[config.mk]
export PLATFORM = sky130hd
export DESIGN_NAME = mem_port_arbiter_flat
export DESIGN_NICKNAME = d
export VERILOG_FILES = /design/src/rtl/mem_port_arbiter_if.sv /design/src/rtl/mem_port_arbiter.sv /design/src/flat_wrapper.sv
export SDC_FILE = /design/constraint.sdc
export NUM_CORES = 1
export LEC_CHECK = 0
export ABC_CLOCK_PERIOD_IN_PS = 2700
export CAP_MARGIN = 15
export CORE_ASPECT_RATIO = 1.1
export CORE_UTILIZATION = 40
export CTS_BUF_LIST = sky130_fd_sc_hd__clkbuf_4 sky130_fd_sc_hd__clkbuf_8 sky130_fd_sc_hd__clkbuf_16
export CTS_CLUSTER_SIZE = 10
export DETAILED_ROUTE_END_ITERATION = 10
export DONT_BUFFER_PORTS = 1
export PLACE_DENSITY = 0.52
export SLEW_MARGIN = 0
export SYNTH_ARGS = -nofsm -noshare
export SYNTH_HDL_FRONTEND = slang
export SYNTH_SLANG_ARGS = --single-unit
export TNS_END_PERCENT = 1
[constraint.sdc]
create_clock -name i_clk -period 2.7 [get_ports i_clk]
set_clock_uncertainty 0.15 [all_clocks]
set_input_delay 0.135 -clock i_clk [delete_from_list [all_inputs] [get_ports i_clk]]
set_output_delay 0.135 -clock i_clk [all_outputs]
set_load 0.01 [all_outputs]
[src/rtl/mem_port_arbiter_if.sv]
// mem_port_arbiter_if
//   Bundles the handshake and bus signals of the unified memory port arbiter.
//   The instruction fetch, load/store and memory sides all live here. The clock
//   and reset stay as plain ports on the arbiter.
//   Modports:
//     slave  - the arbiter itself: takes the i_* signals, drives the o_* signals
//     master - the environment (requesters + memory): drives i_*, observes o_*
//   Signal groups:
//     fetch  : i_if_req, i_if_addr, o_if_gnt, o_if_rvalid, o_if_rdata, o_if_err
//     ls     : i_ls_req, i_ls_we, i_ls_be, i_ls_addr, i_ls_wdata,
//              o_ls_gnt, o_ls_rvalid, o_ls_rdata, o_ls_err
//     memory : o_mem_req, o_mem_we, o_mem_be, o_mem_addr, o_mem_wdata,
//              i_mem_ack, i_mem_rvalid, i_mem_rdata, i_mem_err
//     status : o_busy
interface mem_port_arbiter_if #(
  parameter int XLEN = 32
);

  // instruction fetch side
  logic            i_if_req;
  logic [XLEN-1:0] i_if_addr;
  logic            o_if_gnt;
  logic            o_if_rvalid;
  logic [XLEN-1:0] o_if_rdata;
  logic            o_if_err;

  // load/store side
  logic            i_ls_req;
  logic            i_ls_we;
  logic [3:0]      i_ls_be;
  logic [XLEN-1:0] i_ls_addr;
  logic [XLEN-1:0] i_ls_wdata;
  logic            o_ls_gnt;
  logic            o_ls_rvalid;
  logic [XLEN-1:0] o_ls_rdata;
  logic            o_ls_err;

  // unified memory port
  logic            o_mem_req;
  logic            o_mem_we;
  logic [3:0]      o_mem_be;
  logic [XLEN-1:0] o_mem_addr;
  logic [XLEN-1:0] o_mem_wdata;
  logic            i_mem_ack;
  logic            i_mem_rvalid;
  logic [XLEN-1:0] i_mem_rdata;
  logic            i_mem_err;

  // status
  logic            o_busy;

  modport slave (
    input  i_if_req, i_if_addr,
    output o_if_gnt, o_if_rvalid, o_if_rdata, o_if_err,
    input  i_ls_req, i_ls_we, i_ls_be, i_ls_addr, i_ls_wdata,
    output o_ls_gnt, o_ls_rvalid, o_ls_rdata, o_ls_err,
    output o_mem_req, o_mem_we, o_mem_be, o_mem_addr, o_mem_wdata,
    input  i_mem_ack, i_mem_rvalid, i_mem_rdata, i_mem_err,
    output o_busy
  );

  modport master (
    output i_if_req, i_if_addr,
    input  o_if_gnt, o_if_rvalid, o_if_rdata, o_if_err,
    output i_ls_req, i_ls_we, i_ls_be, i_ls_addr, i_ls_wdata,
    input  o_ls_gnt, o_ls_rvalid, o_ls_rdata, o_ls_err,
    input  o_mem_req, o_mem_we, o_mem_be, o_mem_addr, o_mem_wdata,
    output i_mem_ack, i_mem_rvalid, i_mem_rdata, i_mem_err,
    input  o_busy
  );

endinterface

[src/rtl/mem_port_arbiter.sv]
// mem_port_arbiter
//   Shares one memory port between instruction fetch (read-only) and the
//   load/store unit (read/write). Only one transaction can be outstanding at a
//   time. LS has fixed priority, but after STARVE_MAX consecutive LS wins over a
//   pending fetch, the fetch is forced through. Every transaction has a response
//   timeout. When it expires, the owning requester gets an error response with
//   zero data.
//   Ports:
//     i_clk   - system clock
//     i_rst_n - asynchronous active-low reset; abandons any in-flight access
//     bus     - mem_port_arbiter_if.slave: fetch, LS, memory and status signals
//   Every output is registered. The next value of every output register is
//   computed in one combinational process, together with the next FSM state.
module mem_port_arbiter #(
  parameter int XLEN       = 32,
  parameter int STARVE_MAX = 4,
  parameter int TIMEOUT    = 255
) (
  input  logic                i_clk,
  input  logic                i_rst_n,
  mem_port_arbiter_if.slave   bus
);

  typedef enum logic [1:0] {
    ST_IDLE = 2'd0,
    ST_REQ  = 2'd1,
    ST_WAIT = 2'd2,
    ST_RESP = 2'd3
  } state_e;

  localparam int   SW     = (STARVE_MAX < 1) ? 1 : $clog2(STARVE_MAX + 1);
  localparam int   TW     = (TIMEOUT < 2) ? 1 : $clog2(TIMEOUT + 1);
  localparam logic OWN_IF = 1'b0;
  localparam logic OWN_LS = 1'b1;

  // state and bookkeeping
  state_e          state_r,     state_s;
  logic            owner_r,     owner_s;
  logic [SW-1:0]   starve_r,    starve_s;
  logic [TW-1:0]   tmo_r,       tmo_s;

  // registered outputs
  logic            mem_req_r,   mem_req_s;
  logic            mem_we_r,    mem_we_s;
  logic [3:0]      mem_be_r,    mem_be_s;
  logic [XLEN-1:0] mem_addr_r,  mem_addr_s;
  logic [XLEN-1:0] mem_wdata_r, mem_wdata_s;
  logic            if_gnt_r,    if_gnt_s;
  logic            ls_gnt_r,    ls_gnt_s;
  logic            if_rvalid_r, if_rvalid_s;
  logic            ls_rvalid_r, ls_rvalid_s;
  logic [XLEN-1:0] if_rdata_r,  if_rdata_s;
  logic [XLEN-1:0] ls_rdata_r,  ls_rdata_s;
  logic            if_err_r,    if_err_s;
  logic            ls_err_r,    ls_err_s;
  logic            busy_r,      busy_s;

  // arbitration decision, only meaningful in IDLE
  logic            any_req_s;
  logic            ls_wins_s;
  logic            starved_s;

  assign any_req_s = bus.i_if_req | bus.i_ls_req;
  assign starved_s = bus.i_if_req & (starve_r == SW'(STARVE_MAX));
  assign ls_wins_s = bus.i_ls_req & ~starved_s;

  // Next-state and next-output computation for the arbiter FSM
  always_comb begin
    state_s     = state_r;
    owner_s     = owner_r;
    starve_s    = starve_r;
    tmo_s       = tmo_r;
    mem_req_s   = mem_req_r;
    mem_we_s    = mem_we_r;
    mem_be_s    = mem_be_r;
    mem_addr_s  = mem_addr_r;
    mem_wdata_s = mem_wdata_r;
    if_gnt_s    = 1'b0;
    ls_gnt_s    = 1'b0;
    if_rvalid_s = 1'b0;
    ls_rvalid_s = 1'b0;
    if_rdata_s  = if_rdata_r;
    ls_rdata_s  = ls_rdata_r;
    if_err_s    = if_err_r;
    ls_err_s    = ls_err_r;

    case (state_r)
      ST_IDLE: begin
        if (any_req_s) begin
          state_s   = ST_REQ;
          mem_req_s = 1'b1;
          if (ls_wins_s) begin
            owner_s     = OWN_LS;
            ls_gnt_s    = 1'b1;
            mem_we_s    = bus.i_ls_we;
            mem_be_s    = bus.i_ls_be;
            mem_addr_s  = bus.i_ls_addr;
            mem_wdata_s = bus.i_ls_wdata;
            // Only wins taken against a waiting fetch count toward starvation.
            // The counter cannot pass STARVE_MAX, because at that value the
            // fetch wins instead.
            if (bus.i_if_req) begin
              starve_s = starve_r + SW'(1);
            end else begin
              starve_s = starve_r;
            end
          end else begin
            owner_s     = OWN_IF;
            if_gnt_s    = 1'b1;
            mem_we_s    = 1'b0;
            mem_be_s    = 4'hF;
            mem_addr_s  = bus.i_if_addr;
            mem_wdata_s = {XLEN{1'b0}};
            starve_s    = {SW{1'b0}};
          end
        end else begin
          state_s   = ST_IDLE;
          mem_req_s = 1'b0;
        end
      end

      ST_REQ: begin
        if (bus.i_mem_ack) begin
          state_s   = ST_WAIT;
          mem_req_s = 1'b0;
          tmo_s     = {TW{1'b0}};
        end else begin
          state_s   = ST_REQ;
          mem_req_s = 1'b1;
        end
      end

      ST_WAIT: begin
        if (bus.i_mem_rvalid) begin
          state_s = ST_RESP;
          if (owner_r == OWN_LS) begin
            ls_rvalid_s = 1'b1;
            ls_rdata_s  = bus.i_mem_rdata;
            ls_err_s    = bus.i_mem_err;
          end else begin
            if_rvalid_s = 1'b1;
            if_rdata_s  = bus.i_mem_rdata;
            if_err_s    = bus.i_mem_err;
          end
        end else if (tmo_r == TW'(TIMEOUT - 1)) begin
          // The memory never answered. Return an error with zero data.
          state_s = ST_RESP;
          if (owner_r == OWN_LS) begin
            ls_rvalid_s = 1'b1;
            ls_rdata_s  = {XLEN{1'b0}};
            ls_err_s    = 1'b1;
          end else begin
            if_rvalid_s = 1'b1;
            if_rdata_s  = {XLEN{1'b0}};
            if_err_s    = 1'b1;
          end
        end else begin
          state_s = ST_WAIT;
          tmo_s   = tmo_r + TW'(1);
        end
      end

      ST_RESP: begin
        state_s = ST_IDLE;
      end

      default: begin
        state_s   = ST_IDLE;
        mem_req_s = 1'b0;
      end
    endcase

    busy_s = (state_s != ST_IDLE);
  end

  // State, bookkeeping and output registers
  always_ff @(posedge i_clk or negedge i_rst_n) begin
    if (!i_rst_n) begin
      state_r     <= ST_IDLE;
      owner_r     <= OWN_IF;
      starve_r    <= {SW{1'b0}};
      tmo_r       <= {TW{1'b0}};
      mem_req_r   <= 1'b0;
      mem_we_r    <= 1'b0;
      mem_be_r    <= 4'h0;
      mem_addr_r  <= {XLEN{1'b0}};
      mem_wdata_r <= {XLEN{1'b0}};
      if_gnt_r    <= 1'b0;
      ls_gnt_r    <= 1'b0;
      if_rvalid_r <= 1'b0;
      ls_rvalid_r <= 1'b0;
      if_rdata_r  <= {XLEN{1'b0}};
      ls_rdata_r  <= {XLEN{1'b0}};
      if_err_r    <= 1'b0;
      ls_err_r    <= 1'b0;
      busy_r      <= 1'b0;
    end else begin
      state_r     <= state_s;
      owner_r     <= owner_s;
      starve_r    <= starve_s;
      tmo_r       <= tmo_s;
      mem_req_r   <= mem_req_s;
      mem_we_r    <= mem_we_s;
      mem_be_r    <= mem_be_s;
      mem_addr_r  <= mem_addr_s;
      mem_wdata_r <= mem_wdata_s;
      if_gnt_r    <= if_gnt_s;
      ls_gnt_r    <= ls_gnt_s;
      if_rvalid_r <= if_rvalid_s;
      ls_rvalid_r <= ls_rvalid_s;
      if_rdata_r  <= if_rdata_s;
      ls_rdata_r  <= ls_rdata_s;
      if_err_r    <= if_err_s;
      ls_err_r    <= ls_err_s;
      busy_r      <= busy_s;
    end
  end

  assign bus.o_mem_req   = mem_req_r;
  assign bus.o_mem_we    = mem_we_r;
  assign bus.o_mem_be    = mem_be_r;
  assign bus.o_mem_addr  = mem_addr_r;
  assign bus.o_mem_wdata = mem_wdata_r;
  assign bus.o_if_gnt    = if_gnt_r;
  assign bus.o_ls_gnt    = ls_gnt_r;
  assign bus.o_if_rvalid = if_rvalid_r;
  assign bus.o_ls_rvalid = ls_rvalid_r;
  assign bus.o_if_rdata  = if_rdata_r;
  assign bus.o_ls_rdata  = ls_rdata_r;
  assign bus.o_if_err    = if_err_r;
  assign bus.o_ls_err    = ls_err_r;
  assign bus.o_busy      = busy_r;

endmodule

[src/flat_wrapper.sv]
// flat-port wrapper written by rule: the top's interface ports become plain ports
module mem_port_arbiter_flat 
#(
  parameter int XLEN       = 32,
  parameter int STARVE_MAX = 4,
  parameter int TIMEOUT    = 255
)
  (i_clk, i_rst_n, bus_i_if_req, bus_i_if_addr, bus_o_if_gnt, bus_o_if_rvalid, bus_o_if_rdata, bus_o_if_err, bus_i_ls_req, bus_i_ls_we, bus_i_ls_be, bus_i_ls_addr, bus_i_ls_wdata, bus_o_ls_gnt, bus_o_ls_rvalid, bus_o_ls_rdata, bus_o_ls_err, bus_o_mem_req, bus_o_mem_we, bus_o_mem_be, bus_o_mem_addr, bus_o_mem_wdata, bus_i_mem_ack, bus_i_mem_rvalid, bus_i_mem_rdata, bus_i_mem_err, bus_o_busy);
  mem_port_arbiter_if #(.XLEN(XLEN)) bus_i ();
  input  logic i_clk;
  input  logic i_rst_n;
  input wire logic [$bits(bus_i.i_if_req)-1:0] bus_i_if_req;
  input wire logic [$bits(bus_i.i_if_addr)-1:0] bus_i_if_addr;
  output wire logic [$bits(bus_i.o_if_gnt)-1:0] bus_o_if_gnt;
  output wire logic [$bits(bus_i.o_if_rvalid)-1:0] bus_o_if_rvalid;
  output wire logic [$bits(bus_i.o_if_rdata)-1:0] bus_o_if_rdata;
  output wire logic [$bits(bus_i.o_if_err)-1:0] bus_o_if_err;
  input wire logic [$bits(bus_i.i_ls_req)-1:0] bus_i_ls_req;
  input wire logic [$bits(bus_i.i_ls_we)-1:0] bus_i_ls_we;
  input wire logic [$bits(bus_i.i_ls_be)-1:0] bus_i_ls_be;
  input wire logic [$bits(bus_i.i_ls_addr)-1:0] bus_i_ls_addr;
  input wire logic [$bits(bus_i.i_ls_wdata)-1:0] bus_i_ls_wdata;
  output wire logic [$bits(bus_i.o_ls_gnt)-1:0] bus_o_ls_gnt;
  output wire logic [$bits(bus_i.o_ls_rvalid)-1:0] bus_o_ls_rvalid;
  output wire logic [$bits(bus_i.o_ls_rdata)-1:0] bus_o_ls_rdata;
  output wire logic [$bits(bus_i.o_ls_err)-1:0] bus_o_ls_err;
  output wire logic [$bits(bus_i.o_mem_req)-1:0] bus_o_mem_req;
  output wire logic [$bits(bus_i.o_mem_we)-1:0] bus_o_mem_we;
  output wire logic [$bits(bus_i.o_mem_be)-1:0] bus_o_mem_be;
  output wire logic [$bits(bus_i.o_mem_addr)-1:0] bus_o_mem_addr;
  output wire logic [$bits(bus_i.o_mem_wdata)-1:0] bus_o_mem_wdata;
  input wire logic [$bits(bus_i.i_mem_ack)-1:0] bus_i_mem_ack;
  input wire logic [$bits(bus_i.i_mem_rvalid)-1:0] bus_i_mem_rvalid;
  input wire logic [$bits(bus_i.i_mem_rdata)-1:0] bus_i_mem_rdata;
  input wire logic [$bits(bus_i.i_mem_err)-1:0] bus_i_mem_err;
  output wire logic [$bits(bus_i.o_busy)-1:0] bus_o_busy;
  assign bus_i.i_if_req = bus_i_if_req;
  assign bus_i.i_if_addr = bus_i_if_addr;
  assign bus_o_if_gnt = bus_i.o_if_gnt;
  assign bus_o_if_rvalid = bus_i.o_if_rvalid;
  assign bus_o_if_rdata = bus_i.o_if_rdata;
  assign bus_o_if_err = bus_i.o_if_err;
  assign bus_i.i_ls_req = bus_i_ls_req;
  assign bus_i.i_ls_we = bus_i_ls_we;
  assign bus_i.i_ls_be = bus_i_ls_be;
  assign bus_i.i_ls_addr = bus_i_ls_addr;
  assign bus_i.i_ls_wdata = bus_i_ls_wdata;
  assign bus_o_ls_gnt = bus_i.o_ls_gnt;
  assign bus_o_ls_rvalid = bus_i.o_ls_rvalid;
  assign bus_o_ls_rdata = bus_i.o_ls_rdata;
  assign bus_o_ls_err = bus_i.o_ls_err;
  assign bus_o_mem_req = bus_i.o_mem_req;
  assign bus_o_mem_we = bus_i.o_mem_we;
  assign bus_o_mem_be = bus_i.o_mem_be;
  assign bus_o_mem_addr = bus_i.o_mem_addr;
  assign bus_o_mem_wdata = bus_i.o_mem_wdata;
  assign bus_i.i_mem_ack = bus_i_mem_ack;
  assign bus_i.i_mem_rvalid = bus_i_mem_rvalid;
  assign bus_i.i_mem_rdata = bus_i_mem_rdata;
  assign bus_i.i_mem_err = bus_i_mem_err;
  assign bus_o_busy = bus_i.o_busy;
  mem_port_arbiter #(.XLEN(XLEN), .STARVE_MAX(STARVE_MAX), .TIMEOUT(TIMEOUT)) u_core (.i_clk(i_clk), .i_rst_n(i_rst_n), .bus(bus_i));
endmodule
==> results of run 1 <==
==> kinds of logic after synthesis <==
kind of cell | share of synthesized area, %
flops | 63.2
xor+xnor | 0.286
buf+inv | 4.49
fa+ha+maj | 0.816
simple gates | 8.18
compound gates | 23.0
==> stage by stage <==
step	hold WS (ns)	instances	setup slack [ns]
after floorplan	-0.311	458	0.972
after global placement	-0.308	625	0.564
after detailed placement	-0.307	625	0.542
==> impl_metrics.py, run 1 <==
metrics = {
    "clocking": {
        "cts_resized": 0,
        "clock-root-buffer": "clkbuf_16",
        "post_cts_buffers": 0,
        "hold_buffers": 132,
        "numCtsBuffers": 17,
        "clkSinkCount": 155,
        "clockBufferDepth": 2,
        "cts_max_level": 4,
    },
    "status": {
        "error": "[ERROR RSZ-0060] Max buffer count reached.",
        "stop_stage": "4_1_cts",
        "status": "did not finish",
    },
    "floorplanning": {
        "boundaryPins": 281,
        "rows": 47,
        "fp.dieH_microns": 132,
        "die_w_microns": 120,
        "start_util_pct": 40.9,
    },
    "logic_synthesis": {
        "synth_area_leaders": "dfrtp_1 (63%), a32o_1 (5.9%), a221o_1 (5.2%)",
        "synth_cell_types": 40,
        "synth-edff-count": 0,
        "async_flop_share_pct": 100,
        "synth_most_common_cell": "dfrtp_1",
        "synthTopCellsByCount": "dfrtp_1 (155), a32o_1 (36), and3_1 (35)",
        "ys_seq_area_share_pct": 63.2,
        "yosysTopAreaCell": "dfrtp_1",
        "synth_area_sq_mm": 0.00614,
        "syn_nets": 602,
        "avgSynthCellArea_sq_um": 13.4,
        "synth_ff_type": "dfrtp_1",
        "synthCells": 458,
        "synth_warnings": 0,
        "synth-seq-cells": 155,
        "synth.top_cell.area_share_pct": 63.2,
    },
    "place": {
        "globalplace.congestion": 0.734,
        "io_buffers": 0,
        "place_area_sq_mm": 0.00625,
        "place_hpwl_microns": 10400,
    },
}
==> run 2: changes to the inputs <==
--- a/config.mk
+++ b/config.mk
@@ -7,13 +7,10 @@
 export LEC_CHECK = 0
 export ABC_CLOCK_PERIOD_IN_PS = 2700
 export CAP_MARGIN = 15
-export CORE_ASPECT_RATIO = 1.1
-export CORE_UTILIZATION = 40
-export CTS_BUF_LIST = sky130_fd_sc_hd__clkbuf_4 sky130_fd_sc_hd__clkbuf_8 sky130_fd_sc_hd__clkbuf_16
-export CTS_CLUSTER_SIZE = 10
+export CORE_UTILIZATION = 25
 export DETAILED_ROUTE_END_ITERATION = 10
 export DONT_BUFFER_PORTS = 1
-export PLACE_DENSITY = 0.52
+export PLACE_DENSITY_LB_ADDON = 0.15
 export SLEW_MARGIN = 0
 export SYNTH_ARGS = -nofsm -noshare
 export SYNTH_HDL_FRONTEND = slang
==> run 2 against run 1 <==
The flow now finishes, with violations (hold timing). Synthesized cell count did not move. Synthesized area did not move.
==> impl_metrics.py, run 2 <==
metrics = {
    "floorplanning": {
        "boundaryPins": 281,
        "rows": 56,
        "die_area_sq_mm": 0.0252,
        "core_area_sq_mm": 0.0238,
        "fp.dieH_microns": 159,
        "start_util_pct": 25.8,
        "die_w_microns": 159,
    },
    "pwr": {
        "p_total_uw": 9740,
        "power.leakage_uw": 0.00372,
        "cellPowerDensity_mw_per_mm2": 1160,
        "combPwrFrac_pct": 27.9,
        "vdd_drop_max_mv": 0.432,
        "p_int_uw": 6160,
        "p_sw_uw": 3580,
        "power_frac_seq_pct": 47.6,
        "switching_share_pct": 36.7,
        "clkPwrFrac_pct": 24.5,
    },
    "routing": {
        "wl_per_cell_microns": 19.7,
        "drtAntennaViolNets": 0,
        "routed_wirelength_microns": 18200,
        "route.detailed.drc": 0,
        "drt-initial-drc-count": 301,
        "firstDrtPassIters": 4,
        "viasPerCell": 5.04,
        "routed-via-count": 4645,
    },
    "place": {
        "place_area_sq_mm": 0.00642,
        "place_hpwl_microns": 11300,
        "globalplace.congestion": 0.744,
        "io_buffers": 0,
        "place_inst": 747,
    },
    "critical_path": {
        "critPathCapture": "u_core.bus.o_mem_addr[30]",
        "reg2reg_from": "u_core.state_r[1]",
        "critPathLaunchType": "flop",
        "r2r_end": "u_core.bus.o_mem_addr[30]",
        "criticalPathCategory": "reg -> reg",
        "regToRegSetupSlack_ns": 0.1,
        "crit_required_ns": 2.85,
        "path_max_fanout": 21,
        "cp-end-kind": "flop",
        "worst_r2r_path_depth": 5,
        "arrival_ns": 2.75,
        "crit_start": "u_core.state_r[1]",
    },
    "cells_and_area": {
        "fin_cells": 922,
        "drive_gt1_share_pct": 9.32,
        "mostFrequentLayoutCells": "dfrtp_1 (155), dlygate4sd3_1 (140), a32o_1 (36), and3_1 (35), a22o_1 (33)",
        "final_common_cell": "dfrtp_1",
        "area_delta_synth_final_pct": 37.3,
        "finalNetCount": 732,
        "stdcell_area_sq_mm": 0.00842,
    },
    "logic_synthesis": {
        "synth_most_common_cell": "dfrtp_1",
        "synth_ff_type": "dfrtp_1",
        "synth_warnings": 0,
        "synth_area_leaders": "dfrtp_1 (63%), a32o_1 (5.9%), a221o_1 (5.2%)",
        "synth.top_cell.area_share_pct": 63.2,
        "async_flop_share_pct": 100,
        "synth_cell_types": 40,
        "synth-seq-cells": 155,
        "synth_area_sq_mm": 0.00614,
        "ys_seq_area_share_pct": 63.2,
        "yosysTopAreaCell": "dfrtp_1",
        "synthCells": 458,
        "avgSynthCellArea_sq_um": 13.4,
        "synthTopCellsByCount": "dfrtp_1 (155), a32o_1 (36), and3_1 (35)",
        "syn_nets": 602,
        "synth-edff-count": 0,
    },
    "clocking": {
        "clockBufferDepth": 2,
        "clock-root-buffer": "clkbuf_16",
        "post_cts_buffers": 0,
        "clkSinkCount": 155,
        "numCtsBuffers": 17,
        "tritoncts": "built",
        "cts_max_level": 4,
        "clk_pin_slew_worst_paths_ns": 0.07,
        "insertion_delay_ns": 0.42,
    },
    "sta": {
        "fmax_mhz": 384,
        "drv_slew": 0,
        "rsz0062_at_grt": "yes",
        "fin_crit_sh_pct": 96.4,
        "hold_viol": 157,
        "tightest_slew_ns": 0.707,
        "timing.hold.ws_ns": -0.740,
        "finalCriticalPeriod_ns": 2.60,
        "finalSetupViolCount": 0,
        "slew_headroom_pct": 52.8,
        "tns_ns": 0,
    },
    "grt": {
        "grt_pass1_wl_microns": 27300,
        "grt_pass1_vias": 4908,
        "antenna_found_initial": 2,
        "grt_overflow": 0,
        "grt.total_usage_pct": 14.5,
        "grt_max_degree": 156,
    },
    "worst_hold_path": {
        "hp-class": "in -> async",
    },
    "status": {
        "status": "finished with violations",
        "violations": "hold timing",
    },
    "flow_run": {
        "maxCapViolations": 0,
    },
}
## run 2: cell type report
cell class / instances / area, sq um
Fill cell: 2290 / 15300
Sequential cell: 155 / 3880
Multi-Input combinational cell: 254 / 2000
Timing Repair Buffer: 150 / 1510
Clock buffer: 17 / 425
Tap cell: 319 / 399
Clock inverter: 15 / 158
Inverter: 10 / 37.5
Antenna cell: 2 / 5.00
## run 2: kinds of logic (layout without fill, tap and decap cells)
kind of cell	after synthesis	in the layout	share of synthesized area (%)
compound gates	157	158	23.0
flops	155	155	63.2
simple gates	90	90	8.18
buf+inv	50	192	4.49
fa+ha+maj	4	4	0.816
xor+xnor	2	2	0.286
other cells	0	2	0
## run 2: power groups by stage
stage / combinational [uW] / sequential (uW) / clock [uW]
2_1_floorplan: 1770 / 4320 / 0
3_3_place_gp: 2040 / 4710 / 0
3_5_place_dp: 2130 / 4680 / 0
4_1_cts: 2690 / 4660 / 2470
5_1_grt: 2990 / 4780 / 2580
6_report: 2720 / 4640 / 2380
## run 2: critical path, stage by stage, from the launching register on
cell and delay (ns):
dfrtp_1 0.44, nor2_2 0.39, o21ai_4 0.27, buf_4 0.29
a221o_1 0.37, dlygate4sd3_1 0.57
## run 2: stage by stage
step / setup slack, ns / util [%]
after global placement: 0.716 / 27.0
after global routing: 0.0136 / 35.4
after CTS: 0.0969 / 35.4
final: 0.0968 / 35.5
after floorplan: 0.972 / -
after detailed placement: 0.653 / 27.0
## run 2: what timing repair did
| item | 4_1_cts | 5_1_grt |
|---|---|---|
| resized for setup | 0 | 1 |
| setup endpoints to repair | 0 | 10 |
| endpoints found under the hold margin | 303 | 156 |
| hold buffers | 139 | 1 |
## run 2: how the worst min path moves through the flow
stage | slack, ns | cells after the start | end
2_1_floorplan | -0.31 | 0 | u_core.bus.o_busy
6_report | -0.74 | 0 | u_core.bus.o_mem_wdata[0]
3_5_place_dp | -0.30 | 0 | u_core.bus.o_mem_addr[11]
5_1_grt | -0.78 | 0 | u_core.bus.o_mem_addr[11]
3_3_place_gp | -0.31 | 0 | u_core.bus.o_mem_addr[7]
4_1_cts | -0.77 | 0 | u_core.bus.o_mem_addr[11]
## run 2: metal layers
metal  track usage, %  wire [microns]  vias to the layer above  share of wire [%]
li1                 -               -                     2047                  -
met1             17.0            7360                     2414                 40
met2             24.4            9450                      169                 52
met3             4.79            1180                       15                6.5
met4             5.27             216                        0                1.2
met5                0               0                        -                  0
Power figures use the tool's default switching activity.
==> run 3: changes to the inputs <==
--- a/config.mk
+++ b/config.mk
@@ -5,6 +5,7 @@
 export SDC_FILE = /design/constraint.sdc
 export NUM_CORES = 1
 export LEC_CHECK = 0
+export ABC_AREA = 1
 export ABC_CLOCK_PERIOD_IN_PS = 2700
 export CAP_MARGIN = 15
 export CORE_UTILIZATION = 25
==> run 3 against run 2 <==
The flow finishes with violations (DRC, hold timing). Register-to-register slack better by 0.11 ns. Sequential share of layout area down 3.1 points. Clock power up 3%. Fmax up 4.3%. Synthesized area up 9.6%. Critical path type unchanged. Global-route usage up 0.43 points. Largest cell class unchanged. Sequential cell count unchanged. Cell count up 27%. Clock-buffer cell count unchanged. Setup slack better by 0.11 ns.
==> impl_metrics.py, run 3 <==
metrics = {
    "status": {
        "status": "finished with violations",
        "violations": "DRC, hold timing",
    },
    "cells_and_area": {
        "mostFrequentLayoutCells": "nand2_1 (263), dlygate4sd3_1 (165), dfrtp_1 (155), nand4_1 (64), nand3_1 (54)",
        "drive_gt1_share_pct": 6.93,
        "multiInputGateArea_sq_mm": 0.00231,
        "final-seq-area_sq_mm": 0.00388,
        "final_common_cell": "nand2_1",
        "diodes": 0,
        "area_delta_synth_final_pct": 34.1,
        "finalNetCount": 968,
        "fillers": 2618,
    },
    "logic_synthesis": {
        "synth_area_leaders": "dfrtp_1 (58%), nand2_1 (15%), nand4_1 (6.0%)",
        "synthTopCellsByCount": "nand2_1 (263), dfrtp_1 (155), nand4_1 (64)",
        "ys_seq_area_share_pct": 57.7,
        "synth_cell_types": 36,
        "synthCells": 679,
        "synth_area_sq_mm": 0.00673,
        "synth_most_common_cell": "nand2_1",
        "synth-edff-count": 0,
        "async_flop_share_pct": 100,
        "synth.top_cell.area_share_pct": 57.7,
        "avgSynthCellArea_sq_um": 9.91,
        "synth_warnings": 0,
        "synth_ff_type": "dfrtp_1",
        "syn_nets": 823,
        "synth-seq-cells": 155,
        "yosysTopAreaCell": "dfrtp_1",
    },
    "critical_path": {
        "path_max_fanout": 33,
        "cpPeakStageDelay_ns": 0.56,
        "crit_slowest_cell": "nor2_4",
        "worst_r2r_path_depth": 9,
        "crit_path_cell_trace": "inv_1 > ha_1 > nand3_1 > nand2_2 > inv_2 > nor2_4 > nand2_1 > nand3_1 > dlygate4sd3_1",
        "crit_required_ns": 2.92,
        "regToRegSetupSlack_ns": 0.20,
        "critical-path-top-delay-family": "simple AND/OR/NAND/NOR gates",
        "arrival_ns": 2.71,
        "criticalPathCategory": "reg -> reg",
        "critPathLaunchType": "flop",
        "timing.critical_path.buf_inv": 3,
        "r2r_end": "u_core.bus.o_mem_addr[0]",
        "worst-path-stages": 9,
        "reg2reg_from": "u_core.starve_r[0]",
        "cpMostUsedCell": "nand3_1",
        "cp-end-kind": "flop",
    },
    "pwr": {
        "cellPowerDensity_mw_per_mm2": 1100,
        "power.leakage_uw": 0.00427,
        "p_total_uw": 9920,
        "vdd_drop_max_mv": 0.410,
    },
    "sta": {
        "finalSetupViolCount": 0,
        "tns_ns": 0,
        "timing.hold.ws_ns": -0.754,
        "fin_crit_sh_pct": 92.5,
        "fmax_mhz": 400,
        "finalCriticalPeriod_ns": 2.50,
        "drv_slew": 0,
        "hold_viol": 155,
        "slew_headroom_pct": 50.5,
        "rsz0062_at_grt": "no",
        "tightest_slew_ns": 0.741,
    },
    "clocking": {
        "hold_buffers": 166,
        "numCtsBuffers": 17,
        "insertion_delay_ns": 0.42,
        "tritoncts": "built",
        "clockBufferDepth": 2,
        "cts_max_level": 4,
        "clk_pin_slew_worst_paths_ns": 0.08,
        "clock-root-buffer": "clkbuf_16",
        "clkSinkCount": 155,
    },
    "floorplanning": {
        "fp.dieH_microns": 166,
        "start_util_pct": 25.7,
        "core_area_sq_mm": 0.0262,
        "boundaryPins": 281,
        "die_area_sq_mm": 0.0276,
        "rows": 59,
        "die_w_microns": 166,
    },
    "routing": {
        "wl_per_cell_microns": 17.1,
        "routed-via-count": 5536,
        "route.detailed.drc": 15,
        "drt-initial-drc-count": 387,
        "firstDrtPassIters": 9,
        "routed_wirelength_microns": 20000,
        "drtAntennaViolNets": 0,
        "viasPerCell": 4.72,
    },
    "flow_run": {
        "maxCapViolations": 0,
    },
    "grt": {
        "grt_max_degree": 156,
        "grt_overflow": 0,
        "grt_pass1_vias": 5722,
        "grt.total_usage_pct": 14.9,
        "antenna_found_initial": 0,
        "grt_pass1_wl_microns": 32000,
    },
    "place": {
        "io_buffers": 0,
        "place_hpwl_microns": 12300,
        "globalplace.congestion": 0.760,
    },
    "worst_hold_path": {
        "hp-class": "in -> async",
    },
}
[run 3: changes by cell type after synthesis, sizes merged, moves of 14 or more]
cell	change
buf	+14
nand2	+242
nand4	+63
a32o	-36
and3	-35
a221o	-32
nand3	+44
o2bb2ai	-28
[run 3: final cells by class]
class                      instances  area share [%]
clock buffer                      17            4.71
clock inverter                    15            1.98
inverter                          22           0.915
multi-input combinational        457            25.6
sequential                       155            43.0
tap                              335            4.64
timing repair buffer             171            19.2
[run 3: repair_timing]
item / in CTS / in global routing
endpoints found under the hold margin: 299 / 155
gates resized for setup: 0 / 1
endpoints found under the setup margin: 0 / 25
buffers inserted: 0 / 0
[run 3: worst max path at each step]
stage,slack (ns),from,endpoint
after floorplan,1.14,u_core.tmo_r[0],u_core.bus.o_if_rdata[7]
after global placement,0.79,u_core.state_r[1],u_core.bus.o_mem_addr[1]
after detailed placement,0.70,u_core.starve_r[0],u_core.bus.o_mem_addr[4]
after CTS,0.18,u_core.starve_r[0],u_core.bus.o_mem_addr[4]
after global routing,0.009,u_core.starve_r[0],u_core.bus.o_mem_addr[1]
final,0.20,u_core.starve_r[0],u_core.bus.o_mem_addr[0]
[run 3: power by group]
part	total, uW	switching (uW)	internal [uW]	leakage [uW]
clock network	2440	1180	1250	0.000294
registers	4710	1370	3340	0.00196
logic	2770	1450	1320	0.00202
[run 3: through the flow]
stage / utilization [%] / worst slack, ns / cell area (sq um) / hold slack (ns) / cells
global placement: 25.7 / 0.793 / 6740 / -0.307 / 974
finish: 34.4 / 0.203 / 9020 / -0.754 / 1172
detailed placement: 25.7 / 0.703 / 6740 / -0.307 / 974
CTS: 34.4 / 0.179 / 9020 / -0.776 / 1172
floorplan: - / 1.14 / 6730 / -0.311 / 679
global route: 34.4 / 0.00886 / 9020 / -0.792 / 1172
[run 3: cell families after synthesis]
family / Yosys count / share of synthesized area (%)
adder cells (fa/ha/maj): 4 / 0.744
buffers and inverters: 67 / 8.00
AND/OR/NAND/NOR: 405 / 27.5
XOR/XNOR: 2 / 0.260
AO/OA/AOI/OAI: 46 / 5.82
flip-flops: 155 / 57.7
[run 3: metal layers]
metal	up-vias	share of wire [%]	global-route usage (%)
li1	2574	-	-
met1	2674	41	17.1
met2	278	49	25.6
met3	10	9.5	5.86
met4	0	0.81	3.98
met5	-	0	0
==> run 4: changes to the inputs <==
--- a/config.mk
+++ b/config.mk
@@ -7,12 +7,10 @@
 export LEC_CHECK = 0
 export ABC_AREA = 1
 export ABC_CLOCK_PERIOD_IN_PS = 2700
-export CAP_MARGIN = 15
+export CAP_MARGIN = 5
 export CORE_UTILIZATION = 25
 export DETAILED_ROUTE_END_ITERATION = 10
 export DONT_BUFFER_PORTS = 1
-export PLACE_DENSITY_LB_ADDON = 0.15
-export SLEW_MARGIN = 0
 export SYNTH_ARGS = -nofsm -noshare
 export SYNTH_HDL_FRONTEND = slang
 export SYNTH_SLANG_ARGS = --single-unit
==> run 4 against run 3 <==
Fmax fell by 2.5%. Routed wire length increased by 0.40%. Cell count shrank 1.3%. Highest routed layer unchanged. Critical path type unchanged. The run still ends with DRC, hold timing left. Clock power grew 2%. Via count decreased by 1.1%. First-iteration DRC count increased by 1.8%. Combinational power shrank 2%. Sequential cell count is the same. Design area down 1.6%. Die area did not move. Non-clock buffer count is 16 lower. Clock-buffer cell count unchanged.
==> impl_metrics.py, run 4 (synthesis results as in run 3) <==
metrics = {
    "pwr": {
        "vdd_drop_max_mv": 0.438,
        "cellPowerDensity_mw_per_mm2": 1110,
        "power.leakage_uw": 0.00422,
        "p_total_uw": 9830,
    },
    "cells_and_area": {
        "area_delta_synth_final_pct": 32.0,
        "fillers": 2591,
        "multiInputGateArea_sq_mm": 0.00231,
        "final-seq-area_sq_mm": 0.00388,
        "final_common_cell": "nand2_1",
        "drive_gt1_share_pct": 7.06,
        "mostFrequentLayoutCells": "nand2_1 (263), dfrtp_1 (155), dlygate4sd3_1 (148), nand4_1 (64), nand3_1 (54)",
        "finalNetCount": 952,
    },
    "routing": {
        "viasPerCell": 4.73,
        "wl_per_cell_microns": 17.4,
        "route.detailed.drc": 23,
        "routed_wirelength_microns": 20100,
        "firstDrtPassIters": 10,
        "drt-initial-drc-count": 394,
        "drtAntennaViolNets": 0,
        "routed-via-count": 5475,
    },
    "clocking": {
        "post_cts_buffers": 0,
        "numCtsBuffers": 17,
        "cts_resized": 0,
        "clock-root-buffer": "clkbuf_16",
        "clkSinkCount": 155,
        "clockBufferDepth": 2,
        "tritoncts": "built",
        "clk_pin_slew_worst_paths_ns": 0.07,
        "hold_buffers": 149,
        "cts_max_level": 4,
        "insertion_delay_ns": 0.43,
    },
    "place": {
        "globalplace.congestion": 0.830,
        "place_hpwl_microns": 11800,
        "io_buffers": 0,
    },
    "worst_hold_path": {
        "hp-class": "in -> async",
    },
    "critical_path": {
        "cp-end-kind": "flop",
        "crit_required_ns": 2.92,
        "arrival_ns": 2.78,
        "criticalPathCategory": "reg -> reg",
        "reg2reg_from": "u_core.starve_r[0]",
        "crit_start": "u_core.starve_r[0]",
        "critPathLaunchType": "flop",
        "path_max_fanout": 66,
    },
    "grt": {
        "antenna_found_initial": 1,
        "grt_pass1_vias": 5717,
        "grt_max_degree": 156,
        "grt_pass1_wl_microns": 31700,
        "grt_overflow": 0,
        "grt.total_usage_pct": 14.8,
    },
    "floorplanning": {
        "start_util_pct": 25.7,
        "boundaryPins": 281,
        "fp.dieH_microns": 166,
        "rows": 59,
        "die_area_sq_mm": 0.0276,
        "die_w_microns": 166,
        "core_area_sq_mm": 0.0262,
    },
    "sta": {
        "fin_crit_sh_pct": 94.8,
        "slew_headroom_pct": 52.2,
        "fmax_mhz": 391,
        "drv_slew": 0,
        "hold_viol": 155,
        "rsz0062_at_grt": "no",
        "timing.hold.ws_ns": -0.745,
        "tns_ns": 0,
        "finalSetupViolCount": 0,
        "tightest_slew_ns": 0.717,
        "finalCriticalPeriod_ns": 2.56,
    },
    "flow_run": {
        "maxCapViolations": 0,
    },
    "status": {
        "violations": "DRC, hold timing",
        "status": "finished with violations",
    },
}
## run 4: final timing paths
| check | slack, ns | cells after the start | to |
|---|---|---|---|
| max | 0.14 | 9 | u_core.bus.o_mem_addr[2] |
| min | -0.74 | 0 | u_core.bus.o_ls_rdata[28] |
| max reg2reg | 0.14 | 9 | u_core.bus.o_mem_addr[2] |
| min reg2reg | 0.37 | 2 | u_core.starve_r[1] |
| max in group asynchronous | 2.88 | 0 | u_core.bus.o_mem_wdata[29] |
| min in group i_clk | 0.02 | 5 | u_core.starve_r[1] |
## run 4: layout make-up
cell class                      instances  area share, %
Inverter                               22          0.930
Multi-Input combinational cell        457           26.0
Tap cell                              335           4.72
Clock buffer                           17           4.79
Sequential cell                       155           43.7
Timing Repair Buffer                  155           17.6
Clock inverter                         15           2.16
Antenna cell                            1         0.0282
## run 4: worst max-delay path, cell delays in order, from the launching register on
cell           delay [ns]
dfrtp_1              0.37
inv_1                0.07
ha_1                 0.19
nand3_1              0.09
nand2_2              0.08
nor2_4               0.10
buf_4                0.53
nand2_1              0.17
nand3_1              0.14
dlygate4sd3_1        0.54
## run 4: through the flow
step	area, sq um	std cells	util [%]	setup slack [ns]	hold slack [ns]
floorplan	6730	679	-	1.14	-0.311
global placement	6750	975	25.8	0.743	-0.308
detailed placement	6750	975	25.8	0.705	-0.308
CTS	8870	1156	33.9	0.221	-0.776
global route	8880	1157	33.9	0.00298	-0.780
finish	8880	1157	33.9	0.140	-0.745
## run 4: power breakdown
group          leakage [uW]  internal (uW)  total, uW  switching [uW]
combinational       0.00195           1230       2710            1470
clock              0.000300           1270       2480            1210
sequential          0.00196           3340       4650            1300
## run 4: routing by layer
layer / track usage [%] / vias to the layer above / routed length (microns)
li1: - / 2543 / -
met1: 17.1 / 2646 / 8200
met5: 0 / - / 0
met3: 5.55 / 22 / 1850
met4: 4.75 / 0 / 287
met2: 25.3 / 264 / 9770
